### src/rtl/healthy_vec_scan_ctrl_pkg.sv
// ============================================================================
// Module : healthy_vec_scan_ctrl_pkg
// Brief  : Shared widths and scan FSM encodings for the reference-vector ROMs.
// Rev    : 1.0
// ============================================================================
`default_nettype none

package healthy_vec_scan_ctrl_pkg;

    localparam int DEF_RAM_WIDTH  = 4;
    localparam int DEF_ADDR_BITS  = 6;
    localparam int DEF_VEC_LEN    = 64;
    localparam int DEF_FEAT_WIDTH = 8;
    localparam int DEF_ACC_WIDTH  = 18;

    typedef enum logic [1:0] {
        IDLE = 2'd0,
        RUN  = 2'd1,
        DONE = 2'd2
    } scan_state_t;

endpackage

`default_nettype wire

### src/rtl/healthy_vec_scan_ctrl_vec_mac_acc.sv
// ============================================================================
// Module : vec_mac_acc
// Brief  : Unsigned multiply-accumulate register with synchronous clear/enable.
// Rev    : 1.0
// ============================================================================
`default_nettype none

module vec_mac_acc
    import healthy_vec_scan_ctrl_pkg::*;
#(
    parameter int A_WIDTH   = DEF_FEAT_WIDTH,
    parameter int B_WIDTH   = DEF_RAM_WIDTH,
    parameter int ACC_WIDTH = DEF_ACC_WIDTH
) (
    input  logic                 clk,
    input  logic                 rst_n,
    input  logic                 clear,
    input  logic                 en,
    input  logic [A_WIDTH-1:0]   a,
    input  logic [B_WIDTH-1:0]   b,
    output logic [ACC_WIDTH-1:0] acc,
    output logic [ACC_WIDTH-1:0] sum
);

    logic [ACC_WIDTH-1:0] product;

    // Accumulator is sized so the running sum can never wrap.
    assign product = ACC_WIDTH'(a) * ACC_WIDTH'(b);
    assign sum     = acc + product;

    always_ff @(posedge clk or negedge rst_n) begin
        if (!rst_n) begin
            acc <= '0;
        end else if (clear) begin
            acc <= '0;
        end else if (en) begin
            acc <= sum;
        end
    end

endmodule

`default_nettype wire

### src/rtl/healthy_vec_scan_ctrl.sv
// ============================================================================
// Module : healthy_vec_scan_ctrl
// Brief  : Walks the healthy-reference ROM in lockstep with the feature stream
//          and emits one dot-product similarity score per scan.
// Rev    : 1.0
// ============================================================================
`default_nettype none

module healthy_vec_scan_ctrl
    import healthy_vec_scan_ctrl_pkg::*;
#(
    parameter int RAM_WIDTH  = DEF_RAM_WIDTH,
    parameter int ADDR_BITS  = DEF_ADDR_BITS,
    parameter int VEC_LEN    = DEF_VEC_LEN,
    parameter int FEAT_WIDTH = DEF_FEAT_WIDTH,
    parameter int ACC_WIDTH  = DEF_ACC_WIDTH
) (
    input  logic                  clk,
    input  logic                  rst_n,
    input  logic                  start,
    input  logic                  abort,
    input  logic                  feat_valid,
    input  logic [FEAT_WIDTH-1:0] feat_data,
    output logic                  feat_ready,
    output logic [ADDR_BITS-1:0]  rom_addr,
    input  logic [RAM_WIDTH-1:0]  rom_data,
    output logic                  busy,
    output logic                  score_valid,
    output logic [ACC_WIDTH-1:0]  score
);

    localparam logic [ADDR_BITS-1:0] LAST_IDX = ADDR_BITS'(VEC_LEN - 1);

    scan_state_t          state;
    scan_state_t          next_state;
    logic [ADDR_BITS-1:0] idx;
    logic [ACC_WIDTH-1:0] mac_acc;
    logic [ACC_WIDTH-1:0] mac_sum;
    logic                 beat;
    logic                 last_beat;
    logic                 mac_clear;
    logic                 mac_en;
    logic                 idx_clear;
    logic                 idx_inc;
    logic                 score_load;

    assign beat      = feat_valid & feat_ready;
    assign last_beat = beat & (idx == LAST_IDX);

    always_ff @(posedge clk or negedge rst_n) begin
        if (!rst_n) begin
            state <= IDLE;
        end else begin
            state <= next_state;
        end
    end

    always_comb begin
        next_state = state;
        mac_clear  = 1'b0;
        mac_en     = 1'b0;
        idx_clear  = 1'b0;
        idx_inc    = 1'b0;
        score_load = 1'b0;
        case (state)
            IDLE: begin
                // start takes priority over a simultaneous abort here
                if (start) begin
                    next_state = RUN;
                    mac_clear  = 1'b1;
                    idx_clear  = 1'b1;
                end
            end
            RUN: begin
                if (abort) begin
                    next_state = IDLE;
                    mac_clear  = 1'b1;
                    idx_clear  = 1'b1;
                end else if (last_beat) begin
                    next_state = DONE;
                    mac_en     = 1'b1;
                    idx_clear  = 1'b1;
                    score_load = 1'b1;
                end else if (beat) begin
                    mac_en  = 1'b1;
                    idx_inc = 1'b1;
                end
            end
            DONE: begin
                next_state = IDLE;
            end
            default: begin
                next_state = IDLE;
            end
        endcase
    end

    always_ff @(posedge clk or negedge rst_n) begin
        if (!rst_n) begin
            idx   <= '0;
            score <= '0;
        end else begin
            if (idx_clear) begin
                idx <= '0;
            end else if (idx_inc) begin
                idx <= idx + ADDR_BITS'(1);
            end
            if (score_load) begin
                score <= mac_sum;
            end
        end
    end

    vec_mac_acc #(
        .A_WIDTH   (FEAT_WIDTH),
        .B_WIDTH   (RAM_WIDTH),
        .ACC_WIDTH (ACC_WIDTH)
    ) u_mac (
        .clk   (clk),
        .rst_n (rst_n),
        .clear (mac_clear),
        .en    (mac_en),
        .a     (feat_data),
        .b     (rom_data),
        .acc   (mac_acc),
        .sum   (mac_sum)
    );

    assign rom_addr    = idx;
    assign feat_ready  = (state == RUN);
    assign busy        = (state == RUN);
    assign score_valid = (state == DONE);

endmodule

`default_nettype wire

### config.mk
export PLATFORM = sky130hd
export DESIGN_NAME = healthy_vec_scan_ctrl
export DESIGN_NICKNAME = d
export VERILOG_FILES = /design/src/rtl/healthy_vec_scan_ctrl_pkg.sv /design/src/rtl/healthy_vec_scan_ctrl_vec_mac_acc.sv /design/src/rtl/healthy_vec_scan_ctrl.sv
export SDC_FILE = /design/constraint.sdc
export NUM_CORES = 1
export LEC_CHECK = 0
export CORE_UTILIZATION = 45
export DETAILED_ROUTE_END_ITERATION = 8
export GPL_TIMING_DRIVEN = 0
export PLACE_DENSITY = 0.7
export SLEW_MARGIN = 20
export SYNTH_ARGS = -nofsm -noshare
export SYNTH_HDL_FRONTEND = slang
export SYNTH_HIERARCHICAL = 1
export SYNTH_SLANG_ARGS = --single-unit
### constraint.sdc
create_clock -name clk -period 3.2 [get_ports clk]
set_clock_uncertainty 0.2 [all_clocks]
set_input_delay 0.64 -clock clk [delete_from_list [all_inputs] [get_ports clk]]
set_output_delay 0.64 -clock clk [all_outputs]
set_load 0.01 [all_outputs]
==> After elaboration in Yosys (flattened, before gate mapping) <==
Cells that the tools add are included.
Widths: inputs -> output; s select.
{ "word_totals": {"reg_bits": 44, "in_bits": 17, "output_inout_bits": 27, "wordCells": 41} }
{ "op_classes": {"add_sub_neg": 2, "n_mul": 1, "eq_ne": 5, "muxes": 23, "n_bitwise": 2, "n_reduce_logical": 4} }
{ "ops": {"columns": ["operator", "n"], "rows": [
  ["$mux 18", 2],
  ["$add 18x12->18", 1],
  ["$mux 1", 13],
  ["$mul 8x4->12", 1],
  ["$mux 6", 2],
  ["$add 6x1->6 const B", 1],
  ["$eq 6x6->1 const B", 1],
  ["$mux 2", 3],
  ["$pmux 1 s2", 2],
  ["$pmux 2 s2", 1],
  ["$reduce_bool 2->1", 2],
  ["$ne 3x2->1 const B", 1],
  ["$and 1x1->1", 2],
  ["$eq 2x1->1 const B", 1],
  ["$eq 2x2->1 const B", 1],
  ["$logic_not 2->1", 1],
  ["$ne 2x2->1 const B", 1],
  ["$reduce_and 2->1", 1]
]} }

==> Depth between registers and ports, before layout <==
{ "logic_depth": {"depth_word": 8, "ltp_mapped": 15, "mapped_depth_nobuf": 15} }

==> By module <==
The synthesis kept the hierarchy.
{ "by_module_without_submodules": {"columns": ["mod", "n_inst", "cells_each", "area_per_inst_um2", "seq_area_each_um2"], "rows": [
  ["vec_mac_acc", 1, 248, 2269.7, 450.4],
  ["healthy_vec_scan_ctrl", 1, 83, 1171.1, 650.6]
]} }

==> Worst setup path before layout <==
No wires, ideal clock.
{ "synth_path": {"path_kind": "input to register", "startpoint": "in feat_data[2]", "endpoint": "reg score[15]", "setup_time_ps": 125, "t_arrival_ps": 4168, "required_ps": 2875, "setup_slack_ps": -1292, "cell_stages": 14, "path_buffers": 0, "path_cell_list": "and2_1 -> fa_1 -> fa_1 -> inv_1 -> fa_1 -> inv_1 -> ha_1 -> and3_4 -> a221oi_4 -> o211ai_1 -> a21oi_2 -> nor2_1 -> xor2_1 -> mux2_2"} }
{ "synth_via": {"elab_chain_cells": 2} }
{ "synth_lines": {"columns": ["element", "line", "rtl"], "rows": [
  ["from (decl)", "healthy_vec_scan_ctrl.sv:23", "input logic [FEAT_WIDTH-1:0] feat_data,"],
  ["$mul 8x4->12", "healthy_vec_scan_ctrl_vec_mac_acc.sv:28", "assign product = ACC_WIDTH'(a) * ACC_WIDTH'(b);"],
  ["$add 18x12->18", "healthy_vec_scan_ctrl_vec_mac_acc.sv:29", "assign sum = acc + product;"],
  ["via mac_sum[15]", "healthy_vec_scan_ctrl.sv:38", "logic [ACC_WIDTH-1:0] mac_sum;"],
  ["to (signal assigned)", "healthy_vec_scan_ctrl.sv:109", "score <= mac_sum;"],
  ["to (decl)", "healthy_vec_scan_ctrl.sv:29", "output logic [ACC_WIDTH-1:0] score"]
]} }
The timed path passes the listed nets, and every way through them passes these cells.
A chain may end at the register's enable or synchronous reset.

==> Worst setup path after layout <==
{ "layout_path": {"startpoint": "in feat_data[5]", "endpoint": "reg score[11]"} }
Same word-level chain as after synthesis.

==> flow_summary.toml <==
[outcome]
outcome = "finished with violations"
violations = "setup timing"

[drt]
routedWlPerCell_um = 15.2
dr_total_vias = 2578
dr.pass1.iters = 4
route.detailed.drc = 0
final_antenna_net_count = 0
drt_iter0_markers = 125
vias_per_cell = 5.17
routed_wl_mm = 7.58

[yosys]
synth_fa_ha_area_share_pct = 20.6
synth_area_um2 = 3440
synth_compound_area_share_pct = 10.8
synthMuxAreaShare_pct = 10.3
ys.flop_type = "dfrtp_1"
synthSimpleGateAreaFrac_pct = 15.1
synthCells = 331
syn_nets = 392
yosysUniqueCellTypes = 56
ys_seq_area_share_pct = 32.0
synth_seq_cells = 44
yosys.area_share.xor_xnor_pct = 4.07
ys_async_sr_fraction_pct = 100
synth_edf_count = 0
ys.warnings.count = 6
synthesis.area_per_instance_um2 = 10.4
synth_top_family_by_area = "adder cells"

[place]
routabilityCongestion = 0.833
place_inst = 474
placed_area_um2 = 4120
numPortBuffers = 43
place.detailed.hpwl_mm = 5.23
place_ws_ps = -1970

[flow_run]
cap_violations = 0

[timing]
fin_crit_sh_pct = 131
maxSlewViolCount = 0
period_needed_ps = 4190
maxSlewHeadroom_pct = 47.9
worst_slack_ps = -987
finalHoldViolCount = 0
tightestPinTransition_ps = 781
fmax_ghz = 0.239
finalSetupViolCount = 27
rsz0062_at_grt = "true"
fin_tns_setup_ps = -20260

[cells_and_area]
fin_util_pct = 62.3
antenna_cells = 0
nNetsFinal = 460
fin_cells = 499
syn_to_final_growth_pct = 32.8
design_area_um2 = 4570
drive_above_1_share_pct = 32.0

[setup_path]
arrival_ps = 4180
critPathMaxFanout = 4
cp-start-kind = "primary input"
cpMaxStageDelayCell = "fa_1"
cpMostUsedCell = "fa_1"
worstSetupEndpointType = "register"
max_stage_delay_ps = 510
crit_required_ps = 3200
crit_chain = "buf_2 > and2_4 > fa_1 > fa_1 > inv_1 > fa_1 > inv_2 > ha_4 > and3_4 > a221oi_4 > buf_4 > buf_6 > o21bai_4 > a311oi_2 > nor2_1 > mux2_2"
criticalPathCategory = "primary input to register"

[grt]
grt_max_degree = 30
antenna_found_initial = 0
grtUsageTotal_pct = 19.7
grt_remaining_overflow = 0
grt_pass1_vias = 2561
grt_pass1_wl_mm = 12.0

[clocking]
cts-buffers-inserted = 5
clock_latency_ps = 300
clk_pin_slew_worst_paths_ps = 90
root_buffer = "clkbuf_8"
clock_path_buffers = 2
cts_tree = "done"
clock-sinks = 44
htreeDepth = 2

[die]
fp.dieH_um = 89.4
fp.dieArea_um2 = 8000
die_w_um = 89.4
start_util_pct = 46.9
row_count = 31
top_level_ports = 44
core_area_um2 = 7330

[power]
vdd_drop_max_mv = 0.228
p_per_area_nw_per_um2 = 442
leakagePower_nw = 2.20

[hold_path]
hp-class = "primary input to asynchronous set/reset pin"
## Yosys cell counts (2+ instances only)
| cell type | instances | area (um^2) |
|---|---|---|
| and2_1 | 30 | 188 |
| or3_1 | 3 | 18.8 |
| a21oi_1 | 11 | 55.1 |
| nor3_1 | 3 | 15.0 |
| o21ai_0 | 7 | 35.0 |
| inv_1 | 45 | 169 |
| a21o_1 | 9 | 67.6 |
| nor2b_1 | 5 | 31.3 |
| nand2_1 | 11 | 41.3 |
| o211ai_1 | 3 | 22.5 |
| mux2i_1 | 9 | 90.1 |
| nand3_1 | 3 | 15.0 |
| clkbuf_1 | 5 | 18.8 |
| nor2_1 | 22 | 82.6 |
| fa_1 | 21 | 420 |
| buf_12 | 2 | 40.0 |
| xnor2_1 | 8 | 70.1 |
| ha_1 | 23 | 288 |
| and3_1 | 5 | 31.3 |
| mux2_2 | 9 | 101 |
| mux2_4 | 10 | 150 |
| nand4_1 | 2 | 12.5 |
| a211o_1 | 2 | 17.5 |
| xor2_1 | 8 | 70.1 |
| dfrtp_1 | 44 | 1100 |
## power breakdown
group	total (W)	switching (W)	internal [W]
sequential	0.000593	0.0000147	0.000579
clock	0.000370	0.000198	0.000173
combinational	0.00106	0.000544	0.000512
## per-layer routing
layer / up-vias / GRT usage [%] / share of wire, %
li1: 1242 / - / -
met1: 1290 / 25.9 / 45
met2: 38 / 34.5 / 51
met3: 8 / 2.86 / 2.5
met4: 0 / 4.62 / 1.0
met5: - / 0 / 0
## final cells by class
type	instances	area [um^2]
clock buffer	6	82.6
fill	567	2760
sequential	44	1100
inverter	45	169
multi-input combinational	232	2410
tap	99	124
clock inverter	2	10.0
buffer	9	71.3
timing repair buffer	62	598
## worst max-delay path: cells and delay by family
family                   cells  cell delay (ps)
AO/OA/AOI/OAI                3              620
multiplexers                 1              270
buffers and inverters        5              490
AND/OR/NAND/NOR              3              450
adder cells (fa/ha/maj)      4             1710
## state kept, by name, summed over array words and instances (netlist names)
register / count
score: 18
state: 2
rom_addr: 6
u_mac/acc: 18
## final timing paths
path	start	end	slack, ps	cells past startpoint
worst max-delay path	feat_data[5]	score[11]	-990	16
worst min-delay path	rst_n	score[7]	50	1
worst max register to register	u_mac/acc[2]	score[11]	-90	10
worst min register to register	state[1]	state[0]	310	1
max in group asynchronous	rst_n	u_mac/acc[17]	2270	2
min in group clk	state[1]	state[0]	310	1
## cell families (layout without fill, tap and decap cells)
logic type               count (synthesis)  count (layout)
multiplexers                            29              29
adder cells (fa/ha/maj)                 44              44
AO/OA/AOI/OAI                           49              49
buffers and inverters                   55             124
AND/OR/NAND/NOR                         94              94
flip-flops                              44              44
XOR/XNOR                                16              16
## stage by stage
stage	power (W)	hold slack, ps
global placement	0.00138	286
detailed placement	0.00139	294
finish	0.00202	48.8
floorplan	0.00121	144
CTS	0.00192	57.7
global route	0.00214	67.2
## repair_timing
action,in CTS,in global routing
hold buffers,0,0
endpoints found under the setup margin,32,30
pin swaps,37,26
gates resized for setup,79,28
buffers inserted,14,6
## cell usage in the layout, fill, tap and decap left out, types with 9 or more instances in the layout
cell type,n
and2_1,19
nand2_1,10
fa_1,21
dfrtp_1,44
nor2_1,22
inv_1,38
and2_4,12
ha_1,16
clkdlybuf4s50_1,30
mux2i_1,9
buf_4,14
buf_6,10
mux2_4,12
Power figures use the tool's default switching activity.
